`config.mk`:
```
export PLATFORM = sky130hd
export DESIGN_NAME = cond_branch
export DESIGN_NICKNAME = d
export VERILOG_FILES = /design/src/rtl/cond_branch.sv
export SDC_FILE = /design/constraint.sdc
export NUM_CORES = 1
export LEC_CHECK = 0
export CORE_MARGIN = 2
export CORE_UTILIZATION = 54
export DETAILED_ROUTE_END_ITERATION = 10
export PLACE_DENSITY = 0.8
export SETUP_SLACK_MARGIN = 0.05
export SKIP_LAST_GASP = 1
export SLEW_MARGIN = 20
export SYNTH_ARGS = -nofsm -noshare
export SYNTH_HDL_FRONTEND = slang
export SYNTH_SLANG_ARGS = --single-unit
```
`constraint.sdc`:
```
create_clock -name CLK -period 2.8 [get_ports CLK]
set_input_delay 0.84 -clock CLK [delete_from_list [all_inputs] [get_ports CLK]]
set_output_delay 0.84 -clock CLK [all_outputs]
set_load 0.03 [all_outputs]
```
`src/rtl/cond_branch.sv`:
```
// Dataflow steer operator: pairs condition tokens with data tokens in FIFO order
// and routes each data token to the true or false output.

module cond_branch_fifo #(
    parameter int W     = 16,
    parameter int DEPTH = 4
) (
    input  logic         CLK,
    input  logic         RST,
    input  logic         en_i,
    input  logic         push_valid_i,
    input  logic [W-1:0] push_data_i,
    input  logic         fire_i,
    output logic         head_valid_o,
    output logic [W-1:0] head_data_o,
    output logic         drop_o
);
    localparam int AW = (DEPTH > 1) ? $clog2(DEPTH) : 1;
    localparam int CW = $clog2(DEPTH + 1);
    localparam logic [CW-1:0] FULL_CNT = CW'(DEPTH);

    logic [W-1:0]  mem_q [DEPTH];
    logic [AW-1:0] rd_q, rd_d;
    logic [AW-1:0] wr_q, wr_d;
    logic [CW-1:0] cnt_q, cnt_d;

    logic nonempty;
    logic pop_mem;
    logic bypass;
    logic push_req;
    logic push;

    always_comb begin
        nonempty     = (cnt_q != '0);
        head_valid_o = nonempty | push_valid_i;
        head_data_o  = nonempty ? mem_q[rd_q] : push_data_i;
        // An incoming token consumed straight through never touches the storage.
        pop_mem      = fire_i & nonempty;
        bypass       = fire_i & ~nonempty;
        push_req     = en_i & push_valid_i & ~bypass;
        push         = push_req & ((cnt_q != FULL_CNT) | pop_mem);
        drop_o       = push_req & ~push;
    end

    always_comb begin
        // NOTE: every signal written here gets a default first so no latch is inferred.
        rd_d  = rd_q;
        wr_d  = wr_q;
        cnt_d = cnt_q;
        if (pop_mem) rd_d = rd_q + AW'(1);
        if (push)    wr_d = wr_q + AW'(1);
        if (push && !pop_mem)      cnt_d = cnt_q + CW'(1);
        else if (pop_mem && !push) cnt_d = cnt_q - CW'(1);
    end

    // NOTE: state registers use non-blocking assignments so all flops update together.
    always_ff @(posedge CLK or posedge RST) begin
        if (RST) begin
            rd_q  <= '0;
            wr_q  <= '0;
            cnt_q <= '0;
        end else begin
            rd_q  <= rd_d;
            wr_q  <= wr_d;
            cnt_q <= cnt_d;
        end
    end

    // NOTE: storage is not reset; occupancy decides which entries are meaningful.
    always_ff @(posedge CLK) begin
        if (push) mem_q[wr_q] <= push_data_i;
    end
endmodule

module cond_branch #(
    parameter int N     = 16,
    parameter int DEPTH = 4
) (
    input  logic         CLK,
    input  logic         RST,
    input  logic         EN,
    input  logic         R_COND,
    input  logic [N-1:0] D_COND,
    input  logic         R_IN,
    input  logic [N-1:0] D_IN,
    output logic         R_T,
    output logic [N-1:0] D_T,
    output logic         R_F,
    output logic [N-1:0] D_F,
    output logic         OVF
);
    logic         c_head_valid;
    logic [0:0]   c_head_bit;
    logic         c_drop;
    logic         d_head_valid;
    logic [N-1:0] d_head_data;
    logic         d_drop;
    logic         fire;
    logic         cond_true;

    logic         r_t_q, r_t_d;
    logic         r_f_q, r_f_d;
    logic [N-1:0] d_t_q, d_t_d;
    logic [N-1:0] d_f_q, d_f_d;
    logic         ovf_q, ovf_d;

    assign fire = EN & c_head_valid & d_head_valid;

    cond_branch_fifo #(.W(1), .DEPTH(DEPTH)) u_cq (
        .CLK          (CLK),
        .RST          (RST),
        .en_i         (EN),
        .push_valid_i (R_COND),
        .push_data_i  (D_COND != '0),
        .fire_i       (fire),
        .head_valid_o (c_head_valid),
        .head_data_o  (c_head_bit),
        .drop_o       (c_drop)
    );

    cond_branch_fifo #(.W(N), .DEPTH(DEPTH)) u_dq (
        .CLK          (CLK),
        .RST          (RST),
        .en_i         (EN),
        .push_valid_i (R_IN),
        .push_data_i  (D_IN),
        .fire_i       (fire),
        .head_valid_o (d_head_valid),
        .head_data_o  (d_head_data),
        .drop_o       (d_drop)
    );

    always_comb begin
        cond_true = c_head_bit[0];
        r_t_d     = fire & cond_true;
        r_f_d     = fire & ~cond_true;
        d_t_d     = r_t_d ? d_head_data : d_t_q;
        d_f_d     = r_f_d ? d_head_data : d_f_q;
        ovf_d     = ovf_q | c_drop | d_drop;
    end

    always_ff @(posedge CLK or posedge RST) begin
        if (RST) begin
            r_t_q <= 1'b0;
            r_f_q <= 1'b0;
            d_t_q <= '0;
            d_f_q <= '0;
            ovf_q <= 1'b0;
        end else begin
            r_t_q <= r_t_d;
            r_f_q <= r_f_d;
            d_t_q <= d_t_d;
            d_f_q <= d_f_d;
            ovf_q <= ovf_d;
        end
    end

    assign R_T = r_t_q;
    assign R_F = r_f_q;
    assign D_T = d_t_q;
    assign D_F = d_f_q;
    assign OVF = ovf_q;
endmodule

```
---- After elaboration in Yosys (flattened, before gate mapping) ----
Memories as Yosys holds them, arrays and structs flattened.
Index checks and enable logic that the tools add are counted.
storage, ports and cells
  memories ................................ 2
  word-level logic and storage cells ...... 75
  input port bits ......................... 37
  RAM bits ................................ 68
  register bits ........................... 49
  output and inout port bits .............. 35
operators by class
  equality and inequality tests ........... 2
  reduce and logical (&&, ||, !) cells .... 13
  bitwise operators ....................... 29
  muxes and demuxes ....................... 10
  add/subtract/negate cells ............... 8
memories
  memory      depth  width  rd ports  clocked after Yosys merged registers in  wr ports  line  text
  u_dq.mem_q  4      16     1         0                                        1         22    logic [W-1:0] mem_q [DEPTH];
  u_cq.mem_q  4      1      1         0                                        1         22
operator list
  operator                                          number
  AND 1 bit                                         16
  two-way mux 16 bit                                1
  nonzero test 16 bit                               1
  two-way mux 3 bit                                 4
  adder 2 x 1 -> 2 bit, second input constant       4
  NOT 1 bit                                         7
  adder 3 x 1 -> 3 bit, second input constant       2
  != test 3 bit, second input constant              2
  OR 1 bit                                          6
  nonzero test 3 bit                                2
  subtractor 3 x 1 -> 3 bit, second input constant  2
  two-way mux 1 bit                                 5
  logical AND 1 bit                                 4
  logical NOT 1 bit                                 4
  nonzero test 2 bit                                2

---- Depth between registers and ports, before layout ----
  depth after elaboration ................. 12
  depth in mapped cells ................... 11
  mapped depth without buffers ............ 9

---- Cells and area by module ----
A second synthesis with hierarchy kept.
second synthesis, totals
  cell total of the unflattened synthesis .. 264
  area, all modules ....................... 5026.1 um^2
by module, submodules not included
  module                   cells each  times used  seq. area each (um^2)  area an instance (um^2)
  cond_branch_fifo (u_dq)  139         1           2097.0                 2991.6
  cond_branch              81          1           875.8                  1426.4
  cond_branch_fifo (u_cq)  44          1           295.3                  608.1

---- Worst setup path after synthesis ----
No wires, ideal clock.
  kind .................................... in2reg
  start point ............................. input R_IN
  end point ............................... register u_cq.cnt_q[2]
  path buffers ............................ 0
  arrival time ............................ 2.670 ns
  library setup time ...................... 0.079 ns
  cell stages on the path ................. 9
  data required time ...................... 2.721 ns
  slack ................................... 0.051 ns
  cells stage by stage .................... nor4_1 > xnor2_1 > a21oi_2 > ha_1 > inv_1 > fa_1 > xor2_1 > nor2_1 > xor2_1
between the ends
  cells in the longest elaborated chain, start to end .. 9
  elaborated cells on any way between the ends .. 14
  classes of those cells .................. 1 x mux; 8 x bitwise; 5 x reduce/logical
RTL lines
  what                          line  text
  from (decl)                   84    input logic R_IN,
  OR 1 bit (*)                  35    head_valid_o = nonempty | push_valid_i;
  AND 1 bit (*)                 107   assign fire = EN & c_head_valid & d_head_valid;
  AND 1 bit                     39    bypass = fire_i & ~nonempty;
  NOT 1 bit                     40    push_req = en_i & push_valid_i & ~bypass;
  AND 1 bit                     40
  AND 1 bit (*)                 41    push = push_req & ((cnt_q != FULL_CNT) | pop_mem);
  via u_cq.push                 31    logic push;
  logical NOT 1 bit             53    else if (pop_mem && !push) cnt_d = cnt_q - CW'(1);
  logical AND 1 bit             53
  nonzero test 2 bit (no line)  --
  to (signal assigned)          65    cnt_q <= cnt_d;
  to (decl)                     25    logic [CW-1:0] cnt_q, cnt_d;
Mark *: on every way through the listed nets, which the timed path passes. The rest lies on a longest branch.
A chain may end at the register's enable or synchronous reset.

---- Worst setup path in the final report ----
  start point ............................. input R_IN
  end point ............................... register u_cq.cnt_q[2]
between the ends
  cells in the longest elaborated chain, start to end .. 9
  elaborated cells on any way between the ends .. 14
  classes of those cells .................. 1 x mux; 8 x bitwise; 5 x reduce/logical
RTL lines
  what                          line
  OR 1 bit (*)                  35
  AND 1 bit (*)                 107
  AND 1 bit                     39
  NOT 1 bit                     40
  AND 1 bit                     40
  AND 1 bit                     41
  logical NOT 1 bit             53
  logical AND 1 bit             53
  nonzero test 2 bit (no line)  --
Mark *: on every way between the ends. The rest lies on a longest branch, timed or not.

==> key figures <==
Synth
  – Area leader, netlist: edfxtp_1
  – Mapped Area: 4930 µm²
  – Total nets after synthesis: 319
  – Synth Area per Inst: 18.3 µm²
  – Area share of the largest cell type after synthesis: 0.414
  – Cells after Synth: 270
  – Synth warn: 0
  – Distinct cells, synth: 34
  – Top cells by area, synth: edfxtp_1 41%, dfrtp_1 25%, mux2_2 9.8%
  – FF+latch count, synth: 117
  – Register area share after synthesis: 0.663

Critical path
  – Reg2reg end: u_cq.cnt_q[2]
  – CP dominant cell by count: xor2_1
  – CP Max Fanout: 3
  – Crit-path cells: clkdlybuf4s50_1 > or4_4 > and3_4 > clkinv_2 > ha_1 > inv_1 > fa_1 > xor2_1 > nor2_1 > xor2_1
  – FF-to-FF setup slack: 0.45 ns
  – Critical path endpoint category: flip-flop
  – Worst path max stage delay: 0.54 ns
  – Critical path type: input pin to flip-flop
  – Worst path slowest cell: or4_4
  – Critical Path RT: 3.24 ns
  – CP top delay family: simple AND/OR/NAND/NOR gates
  – Critical path arrival: 3.05 ns
  – Worst Path Buf+Inv: 3
  – FF-to-FF path depth: 9
  – Startpoint Class: input pin
  – Reg2reg start: u_dq.cnt_q[0]

Place
  – Placed cell area: 6050 µm²
  – Dpl cells: 472
  – Port Buf Inserts: 71
  – Placer Congestion: 0.744
  – DPL Wire Length: 6500 µm

Timing
  – # setup viols final: 0
  – Final Max Slew Viols: 0
  – Worst hold slack: 0.485 ns
  – Crit path time final: 2.61 ns
  – Actual slew at the worst max-slew pin: 0.481 ns
  – Slew Limit Headroom: 0.679
  – RSZ-0062 raised after global routing: no
  – TNS Setup: 0 ns
  – Final hold vios: 0
  – Crit share post-route: 0.932
  – Fmax: 383 MHz
  – Clock skew: 0.00699 ns

Pwr
  – Power per Cell Area: 1200 nW/µm²
  – VDD IR max: 642 µV
  – Static Leak: 2.56 nW

Finish
  – N_diodes: 0
  – Area delta synth->final: 34.7%
  – Layout cell share with drive strength beyond 1: 0.348
  – Post-route insts no fill: 504
  – Layout filler cell count: 504
  – Post-route cell area: 6640 µm²
  – NumNets Final: 432
  – Core Util, Final: 0.754

Clocking
  – Hold Buf Count CTS: 0
  – Sink Count: 117
  – Num CTS Buffers: 17
  – TritonCTS clock tree: built
  – Post CTS Setup Buffer Count: 0
  – Clock-pin slew on the worst setup and hold paths: 0.05 ns
  – Clk_lat worst skew: 0.52 ns
  – Clock root buffer: clkbuf_8
  – Worst-case clock buffer depth: 2
  – H-tree levels: 4

GRT
  – Total track usage: 0.222
  – First-pass GRT wire length: 15900 µm
  – Largest net degree at the start of global routing: 22
  – Vias in the first global route: 2991
  – Initial antenna violation count: 0
  – Gr ovfl total: 0

Die
  – Die height: 99.5 µm
  – Starting Density: 0.560
  – Row count: 34
  – Die footprint: 9910 µm²
  – Die Wd: 99.5 µm
  – Core ar.: 8810 µm²
  – # IOs: 72

Detailed routing
  – Final ANT Viol Nets: 0
  – Post-Route WL: 9980 µm
  – Iter 0 DRT Violations: 119
  – Vias post-DR: 2756
  – Remaining DRCs: 0
  – Routed vias/inst: 5.47
  – Avg WL per Cell: 19.8 µm
  – Drt first pass iters: 4

Hold path
  – Hold Crit Class: flip-flop to flip-flop
  – WHS Endpoint: OVF
  – HP Start: OVF
  – Hold depth: 2

Run status
  – Status: completed

Flow run
  – Max-cap violation count: 0
[registers in the layout (all words and copies together) (netlist names)]
name        cells
D_F            16
u_dq.cnt_q      3
R_F             1
u_dq.rd_q       2
u_cq.cnt_q      3
u_cq.mem_q      4
R_T             1
u_dq.wr_q       2
D_T            16
u_cq.wr_q       2
u_cq.rd_q       2
OVF             1
u_dq.mem_q     64
[Yosys cell counts]
master	n
dfrtp_1	49
nand3_1	1
buf_12	1
mux4_2	17
fa_1	2
xor2_1	5
nor3_1	2
and2_1	8
ha_1	10
edfxtp_1	68
nor3_2	1
mux2_2	43
and3_4	1
a31oi_1	1
or4_4	1
clkbuf_1	1
inv_1	9
xnor2_1	9
a32oi_4	1
or3_1	1
nand4b_1	1
nor2_1	5
buf_1	1
nand2_1	5
and3b_1	1
clkinv_2	1
o22ai_2	1
nor4_1	6
buf_2	4
nand4_1	1
nor3b_1	1
mux2_4	9
buf_6	1
a21oi_2	2
[cells by family after synthesis]
group / after synthesis / synth area share
buffers and inverters: 18 / 0.0198
multiplexers: 69 / 0.203
adder cells (fa/ha/maj): 12 / 0.0335
AND/OR/NAND/NOR: 35 / 0.0426
flip-flops: 117 / 0.663
AO/OA/AOI/OAI: 5 / 0.0129
XOR/XNOR: 14 / 0.0249
[power by group]
group	internal, mW	total, mW	switching (mW)
clock	1.38	2.11	0.737
sequential	2.33	2.69	0.364
combinational	1.70	3.18	1.48
[metal layers]
metal | wire length (µm) | track usage | up-vias
met2 | 5210 | 0.366 | 78
met4 | 180 | 0.0885 | 0
met1 | 4130 | 0.275 | 1402
met3 | 450 | 0.0682 | 17
li1 | - | - | 1259
met5 | 0 | 0 | -
[repair_timing]
| item | CTS | global route |
|---|---|---|
| endpoints found under the setup margin | 0 | 1 |
| resized for setup | 0 | 1 |
| endpoints found under the hold margin | 0 | 0 |
[placed cells by master, fill, tap and decap left out, types with 9 or more instances in the layout]
cell	n
clkbuf_16	17
dfrtp_1	49
ha_1	10
mux2_2	43
clkdlybuf4s50_1	71
mux4_2	17
xnor2_1	9
edfxtp_1	68
buf_4	23
mux2_4	9
[per-stage QoR]
step / setup WS [ns] / power, mW
global placement: -0.286 / 5.79
detailed placement: -0.310 / 5.89
finish: 0.190 / 7.98
floorplan: 0.0508 / 4.70
CTS: 0.184 / 8.06
global route: 0.0674 / 8.37
[worst max path at each step]
| stage | from | endpoint | slack [ns] | depth (start not counted) |
|---|---|---|---|---|
| 5_1_grt | R_IN | u_cq.cnt_q[2] | 0.07 | 10 |
| 3_5_place_dp | R_IN | u_cq.cnt_q[2] | -0.31 | 10 |
| 6_report | R_IN | u_cq.cnt_q[2] | 0.19 | 10 |
| 3_3_place_gp | R_IN | u_cq.cnt_q[2] | -0.29 | 10 |
| 2_1_floorplan | R_IN | u_cq.cnt_q[2] | 0.05 | 9 |
| 4_1_cts | R_IN | u_cq.cnt_q[2] | 0.18 | 11 |
[final cells by class]
class	count	area [µm²]	share of cell area
sequential	117	3270	0.492
multi-input combinational	135	1570	0.236
timing repair buffer	102	1040	0.157
clock buffer	23	488	0.0735
tap	108	135	0.0203
clock inverter	9	97.6	0.0147
inverter	10	38.8	0.00584
[tightest hold or removal path, stage by stage, from the launching register on]
cell     delay [ns]
dfrtp_1        0.34
a31oi_1        0.05
nand2_1        0.06
Note: power is estimated with default switching activity, not from simulation.
